--- src/rtl/bpsk_pkg.sv ---
// bpsk_pkg: constants and helpers shared by the BPSK demodulator and
// the matching modulator.
//   midscale()  - offset-binary zero level for a given sample width
//   acc_width() - correlator width that cannot overflow over one symbol
//   BIT_PHASE0 / BIT_PHASE180 - bit polarity per carrier phase
package bpsk_pkg;

  localparam logic BIT_PHASE0   = 1'b1;
  localparam logic BIT_PHASE180 = 1'b0;

  function automatic int midscale(input int bits);
    return 1 << (bits - 1);
  endfunction

  // Product of two signed (bits+1) values needs 2*bits+2 bits; summing
  // samples*cycles of them adds log2 of that count.
  function automatic int acc_width(input int bits, input int samples, input int cycles);
    return 2 * bits + 2 + $clog2(samples * cycles);
  endfunction

endpackage

--- src/rtl/sine_lut.sv ---
// sine_lut: combinational carrier reference shared with the transmit path.
// One carrier period spans SAMPLES phase steps; each half period is a
// parabolic approximation of a sine lobe, offset binary around midscale.
// Ports:
//   in  - phase index, log2(SAMPLES) bits
//   out - reference amplitude, BITS bits, offset binary
module sine_lut
  import bpsk_pkg::*;
#(
  parameter int SAMPLES = 512,
  parameter int BITS    = 12
) (
  input  logic [$clog2(SAMPLES)-1:0] in,
  output logic [BITS-1:0]            out
);

  localparam int PW   = $clog2(SAMPLES);
  localparam int HALF = SAMPLES / 2;
  localparam int MW   = 2 * PW + BITS + 2;
  // 4*peak, so that u*(HALF-u) at u=HALF/2 maps exactly to the peak
  localparam logic [MW-1:0] PEAK4 = MW'(4 * (midscale(BITS) - 1));

  logic [MW-1:0]   u;
  logic [MW-1:0]   v;
  logic [MW-1:0]   amp_full;
  logic [BITS-1:0] amp;
  logic [BITS-1:0] mid;

  always_comb begin
    u        = MW'(in[PW-2:0]);
    v        = u * (MW'(HALF) - u);
    amp_full = (v * PEAK4) >> (2 * (PW - 1));
    amp      = BITS'(amp_full);
    mid      = BITS'(midscale(BITS));
    out      = in[PW-1] ? (mid - amp) : (mid + amp);
  end

endmodule

--- src/rtl/bpsk_demod.sv ---
// bpsk_demod: coherent BPSK integrate-and-dump receiver.
// Each accepted ADC sample is correlated against the local sine_lut
// reference; products are summed over CYCLES_PER_SYMBOL carrier periods
// and one hard decision plus the signed correlation is emitted per symbol.
// Ports:
//   clk, rst      - clock, synchronous active-high reset
//   sample_valid  - one sample accepted per cycle when high
//   sample        - ADC sample, offset binary
//   sync          - restarts symbol/phase alignment, drops the partial symbol
//   bit_valid     - one-cycle pulse per decided symbol
//   bit_out       - decision (1 = carrier phase 0)
//   corr          - signed correlation of the completed symbol
module bpsk_demod
  import bpsk_pkg::*;
#(
  parameter int SAMPLES           = 512,
  parameter int BITS              = 12,
  parameter int CYCLES_PER_SYMBOL = 4,
  parameter int ACC_W             = acc_width(BITS, SAMPLES, CYCLES_PER_SYMBOL)
) (
  input  logic                    clk,
  input  logic                    rst,
  input  logic                    sample_valid,
  input  logic [BITS-1:0]         sample,
  input  logic                    sync,
  output logic                    bit_valid,
  output logic                    bit_out,
  output logic signed [ACC_W-1:0] corr
);

  localparam int PW  = $clog2(SAMPLES);
  localparam int CW  = (CYCLES_PER_SYMBOL > 1) ? $clog2(CYCLES_PER_SYMBOL) : 1;
  localparam int SW  = BITS + 1;
  localparam int PRW = 2 * BITS + 2;
  localparam logic [PW-1:0]        PHASE_MAX  = PW'(SAMPLES - 1);
  localparam logic [CW-1:0]        PERIOD_MAX = CW'(CYCLES_PER_SYMBOL - 1);
  localparam logic signed [SW-1:0] MID_S      = SW'(midscale(BITS));

  logic [PW-1:0]           phase;
  logic [PW-1:0]           phase_eff;
  logic [CW-1:0]           period;
  logic [CW-1:0]           period_eff;
  logic                    last_eff;
  logic [BITS-1:0]         lut;

  logic                    a_valid;
  logic                    a_last;
  logic signed [SW-1:0]    a_s;
  logic signed [SW-1:0]    a_r;
  logic                    b_valid;
  logic                    b_last;
  logic signed [PRW-1:0]   b_p;
  logic signed [ACC_W-1:0] acc;
  logic signed [ACC_W-1:0] acc_sum;

  // A sample arriving together with sync is the first of the new symbol,
  // so the counters it sees (and the LUT address) are forced to zero.
  always_comb begin
    phase_eff  = sync ? '0 : phase;
    period_eff = sync ? '0 : period;
    last_eff   = (phase_eff == PHASE_MAX) && (period_eff == PERIOD_MAX);
    acc_sum    = acc + ACC_W'(b_p);
  end

  sine_lut #(
    .SAMPLES (SAMPLES),
    .BITS    (BITS)
  ) u_lut (
    .in  (phase_eff),
    .out (lut)
  );

  // Phase/period counters and stage A
  always_ff @(posedge clk) begin
    if (rst) begin
      phase   <= '0;
      period  <= '0;
      a_valid <= 1'b0;
      a_last  <= 1'b0;
      a_s     <= '0;
      a_r     <= '0;
    end else begin
      a_valid <= sample_valid;
      a_last  <= sample_valid & last_eff;
      a_s     <= $signed({1'b0, sample}) - MID_S;
      a_r     <= $signed({1'b0, lut}) - MID_S;
      if (sample_valid) begin
        phase <= phase_eff + PW'(1);
        if (phase_eff == PHASE_MAX)
          period <= (period_eff == PERIOD_MAX) ? '0 : period_eff + CW'(1);
        else
          period <= period_eff;
      end else if (sync) begin
        phase  <= '0;
        period <= '0;
      end
    end
  end

  // Stage B: product. sync kills whatever is in A, including a last sample.
  always_ff @(posedge clk) begin
    if (rst) begin
      b_valid <= 1'b0;
      b_last  <= 1'b0;
      b_p     <= '0;
    end else begin
      b_valid <= a_valid & ~sync;
      b_last  <= a_last;
      b_p     <= PRW'(a_s) * PRW'(a_r);
    end
  end

  // Integrate and dump. The dump clears acc on the same edge that consumes
  // the last product, so the next symbol's first product adds to zero.
  always_ff @(posedge clk) begin
    if (rst) begin
      acc       <= '0;
      bit_valid <= 1'b0;
      bit_out   <= 1'b0;
      corr      <= '0;
    end else begin
      bit_valid <= 1'b0;
      if (sync) begin
        acc <= '0;
      end else if (b_valid) begin
        if (b_last) begin
          corr      <= acc_sum;
          bit_out   <= acc_sum[ACC_W-1] ? BIT_PHASE180 : BIT_PHASE0;
          bit_valid <= 1'b1;
          acc       <= '0;
        end else begin
          acc <= acc_sum;
        end
      end
    end
  end

endmodule

--- config.mk ---
export PLATFORM = sky130hd
export DESIGN_NAME = bpsk_demod
export DESIGN_NICKNAME = d
export VERILOG_FILES = /design/src/rtl/bpsk_pkg.sv /design/src/rtl/sine_lut.sv /design/src/rtl/bpsk_demod.sv
export SDC_FILE = /design/constraint.sdc
export NUM_CORES = 1
export LEC_CHECK = 0
export ABC_AREA = 1
export ABC_CLOCK_PERIOD_IN_PS = 15110
export CAP_MARGIN = 20
export CORE_MARGIN = 1
export CORE_UTILIZATION = 23
export CTS_BUF_LIST = sky130_fd_sc_hd__clkbuf_16
export DETAILED_ROUTE_END_ITERATION = 6
export GPL_TIMING_DRIVEN = 0
export PLACE_DENSITY = 0.49
export SLEW_MARGIN = 20
export SYNTH_ARGS = -nofsm -noshare
export SYNTH_HDL_FRONTEND = slang
export SYNTH_HIERARCHICAL = 1
export SYNTH_SLANG_ARGS = --single-unit
--- constraint.sdc ---
create_clock -name clk -period 15.11 [get_ports clk]
set_input_delay 3.022 -clock clk [delete_from_list [all_inputs] [get_ports clk]]
set_output_delay 3.022 -clock clk [all_outputs]
set_load 0.005 [all_outputs]
==> summary.md, run 1 <==
| Metric | Value |
|---|---|
| Req. time, crit path | 15.43 ns |
| Distinct cells, synth | 49 |
| Sw Share | 0.5660 |
| Max Slew Vio Count | 0 |
| Finished Layout Cells | 4,339 |
| Maxcap violations | 0 |
| I/O pins | 55 |
| Synth Cell Area | 21,620 sq um |
| Final worst setup slack | 1.212 ns |
| Commonest cells after routing, fill and taps aside | 747 x inv_1, 746 x nand2_1, 304 x fa_1 |
| DRT iter0 DRCs | 1,035 |
| Combinational share of power | 0.797 |
| CTS Sinks | 141 |
| Initial antenna violation count | 1 |
| Cts bufs inserted | 17 |
| HP Class | reg2reg |
| Fillers | 10,374 |
| Reg-to-Reg Start | phase[2] |
| Crit path from | sync |
| Critical R2R Capture | a_r[8] |
| Vias per cell | 4.105 |
| Dpl cells | 4,307 |
| Synth Instances | 2,995 |
| Clk_lat worst skew | 0.46 ns |
| Final cycle utilization of the critical path | 0.9198 |
| Sequential cell area fraction in the yosys report | 0.1306 |
| Post-DRT Antenna Nets | 0 |
| Post-Syn Area per Cell | 7.217 sq um |
| RSZ-0062 raised after global routing | no |
| Slew @ Worst Pin | 0.8916 ns |
| Clock buffer depth | 2 |
| Dpl ws | 0.6231 ns |
| Cts repair resizes | 0 |
| Slew margin rel. | 0.4036 |
| Commonest non-fill, non-tap cell in the layout | inv_1 |
| Starting Density | 0.2320 |
| CP max-delay cell | xor2_1 |
| Worst Setup EP | a_r[8] |
| Post-route cell area | 24,320 sq um |
| Rows | 112 |
| Height of the die | 308.6 microns |
| Root buffer cell | clkbuf_16 |
| H-tree level count | 4 |
| Hpwl dp | 51,000 microns |
| Final setup viols | 0 |
| Final nets | 3,604 |
| Main flop type after synthesis | dfxtp_1 |
| Reg power frac | 0.106 |
| Die X | 308.6 microns |
| FF-to-FF path depth | 44 |
| Critical path class | in2reg |
| Final WL | 58,890 microns |
| Post-synth ARST share | 0 |
| Fin. Hold Viols | 0 |
| Pwr Density | 184.3 nW/um^2 |
| Clock share of power | 0.097 |
| Remaining DRCs | 0 |
| Crit-path most repeated cell | fa_1 |
| Routed vias | 17,813 |
| Outcome | finished clean |
| CP Launch Type | input port |
| Setup TNS | 0 ns |
| Layout cell share with drive strength beyond 1 | 0.04149 |
| CORE AREA | 93,190 sq um |
| Worst vdd ir | 156.6 uV |
| All-Layer GR Usage | 0.1291 |
| R2R setup slack | 4.24 ns |
| FMAX | 0.07195 GHz |
| CTS tree | yes |
| Total net switching power | 0.002537 W |
| Drt first pass iters | 5 |
| Clock-pin transition on the worst setup and hold timing paths | 0.07 ns |
| Post-CTS Setup Bufs | 0 |
| First-pass GRT wire length | 96,500 microns |
| Worst Skew | 0.01795 ns |
| Placement Cell Area | 23,730 sq um |
| PortBufs | 53 |
| Avg WL per Cell | 13.57 microns |
| Synth Register Bits | 141 |
| Critical Path Fanout Max | 15 |
| Full die area | 95,210 sq um |
| Vias in the first global route | 18,160 |
| Leak | 13.22 nW |
| Setup crit end kind | flip-flop |
| CP max stage delay | 0.73 ns |
| Total grt overflow | 0 |
| RePlAce Congestion | 0.8995 |
| Ant diodes | 0 |
| Largest net degree at the start of global routing | 17 |
| Hold bufs inserted after CTS | 0 |
| Yosys warns | 6 |
| Cell Int Power | 0.001945 W |
| Worst Path Arrival | 14.22 ns |
| Synthesis-to-layout area growth | 12.50% |
| EDFF count, synth | 0 |
| Post-layout min period | 13.90 ns |
## cell type report
cell class | instances | area [sq um] | share of cell area
clock buffers | 17 | 425.4 | 0.01749
clock inverters | 15 | 158.9 | 0.006534
inverters | 761 | 2856 | 0.1175
flip-flops and latches | 141 | 2823 | 0.1161
repair buffers | 53 | 530.5 | 0.02182
plain buffers | 59 | 229.0 | 0.009416
multi-input cells | 2039 | 15730 | 0.6467
well taps | 1254 | 1569 | 0.06452
## sequential cells by signal, summed over array words and instances (netlist names)
register / count
a_s: 12
a_last: 1
bit_valid: 1
acc: 37
phase: 9
b_p: 26
b_valid: 1
a_r: 12
a_valid: 1
b_last: 1
corr: 37
bit_out: 1
period: 2
## synthesized netlist by cell type (9+ instances only)
cell,number,share of area
nand3_2,10,0.0046
o21ai_0,77,0.018
nand2_2,19,0.0055
nor2_2,14,0.0041
a21o_1,9,0.0031
a21oi_2,10,0.0041
nand3b_1,9,0.0031
nor3_1,11,0.0025
nor2_1,249,0.043
inv_2,12,0.0021
dfxtp_1,141,0.13
nand3_1,87,0.020
inv_1,747,0.13
nand4_1,25,0.0072
nand2_1,746,0.13
xor2_1,38,0.015
clkbuf_1,52,0.0090
o21bai_1,11,0.0038
ha_1,212,0.12
a21oi_1,128,0.030
fa_1,304,0.28
xnor2_1,15,0.0061
## worst min path at each step
stage,start,endpoint,depth (start not counted)
after floorplan,a_last,b_last,2
after global routing,a_last,b_last,2
after detailed placement,a_last,b_last,2
after global placement,a_last,b_last,2
after CTS,a_last,b_last,2
final,a_last,b_last,2
## power groups by stage
stage / combinational (W) / sequential, W / clock (W)
final: 0.00357 / 0.000476 / 0.000435
after global routing: 0.00421 / 0.000480 / 0.000462
after CTS: 0.00364 / 0.000477 / 0.000448
after detailed placement: 0.00360 / 0.000486 / 0
after global placement: 0.00360 / 0.000487 / 0
after floorplan: 0.00272 / 0.000455 / 0
## worst max-delay path, delay by kind of cell
| kind | cells | cell delay, ns |
|---|---|---|
| AO/OA/AOI/OAI | 3 | 0.48 |
| XOR/XNOR | 1 | 0.73 |
| AND/OR/NAND/NOR | 19 | 2.62 |
| adder cells (fa/ha/maj) | 13 | 5.86 |
| buffers and inverters | 9 | 1.45 |
## cell families after synthesis
family,Yosys count,synth area share
buffers and inverters,820,0.1427
AO/OA/AOI/OAI,264,0.06825
AND/OR/NAND/NOR,1196,0.2296
other,2,0.0003474
XOR/XNOR,56,0.02425
adder cells (fa/ha/maj),516,0.4043
flip-flops,141,0.1306
## routing by layer
metal	track usage	share of wire	wire, microns
met5	0	0.00014	8
met4	0.03205	0.017	1014
met3	0.01459	0.041	2385
met2	0.2199	0.47	27940
met1	0.1729	0.47	27540
## through the flow
stage	util	hold WS [ns]	power, W
after floorplan	-	0.3883	0.003175
after global placement	0.2547	0.4019	0.004091
after detailed placement	0.2547	0.3959	0.004085
after CTS	0.2610	0.4125	0.004566
after global routing	0.2610	0.4210	0.005148
final	0.2610	0.4102	0.004481
(Power assumes the default switching activity.)
==> inputs of run 2 (changes only) <==
Settings changed: CAP_MARGIN 20 to unset.
==> results of run 2 <==
Final layout, timing and power as in run 1 (identical DEF).
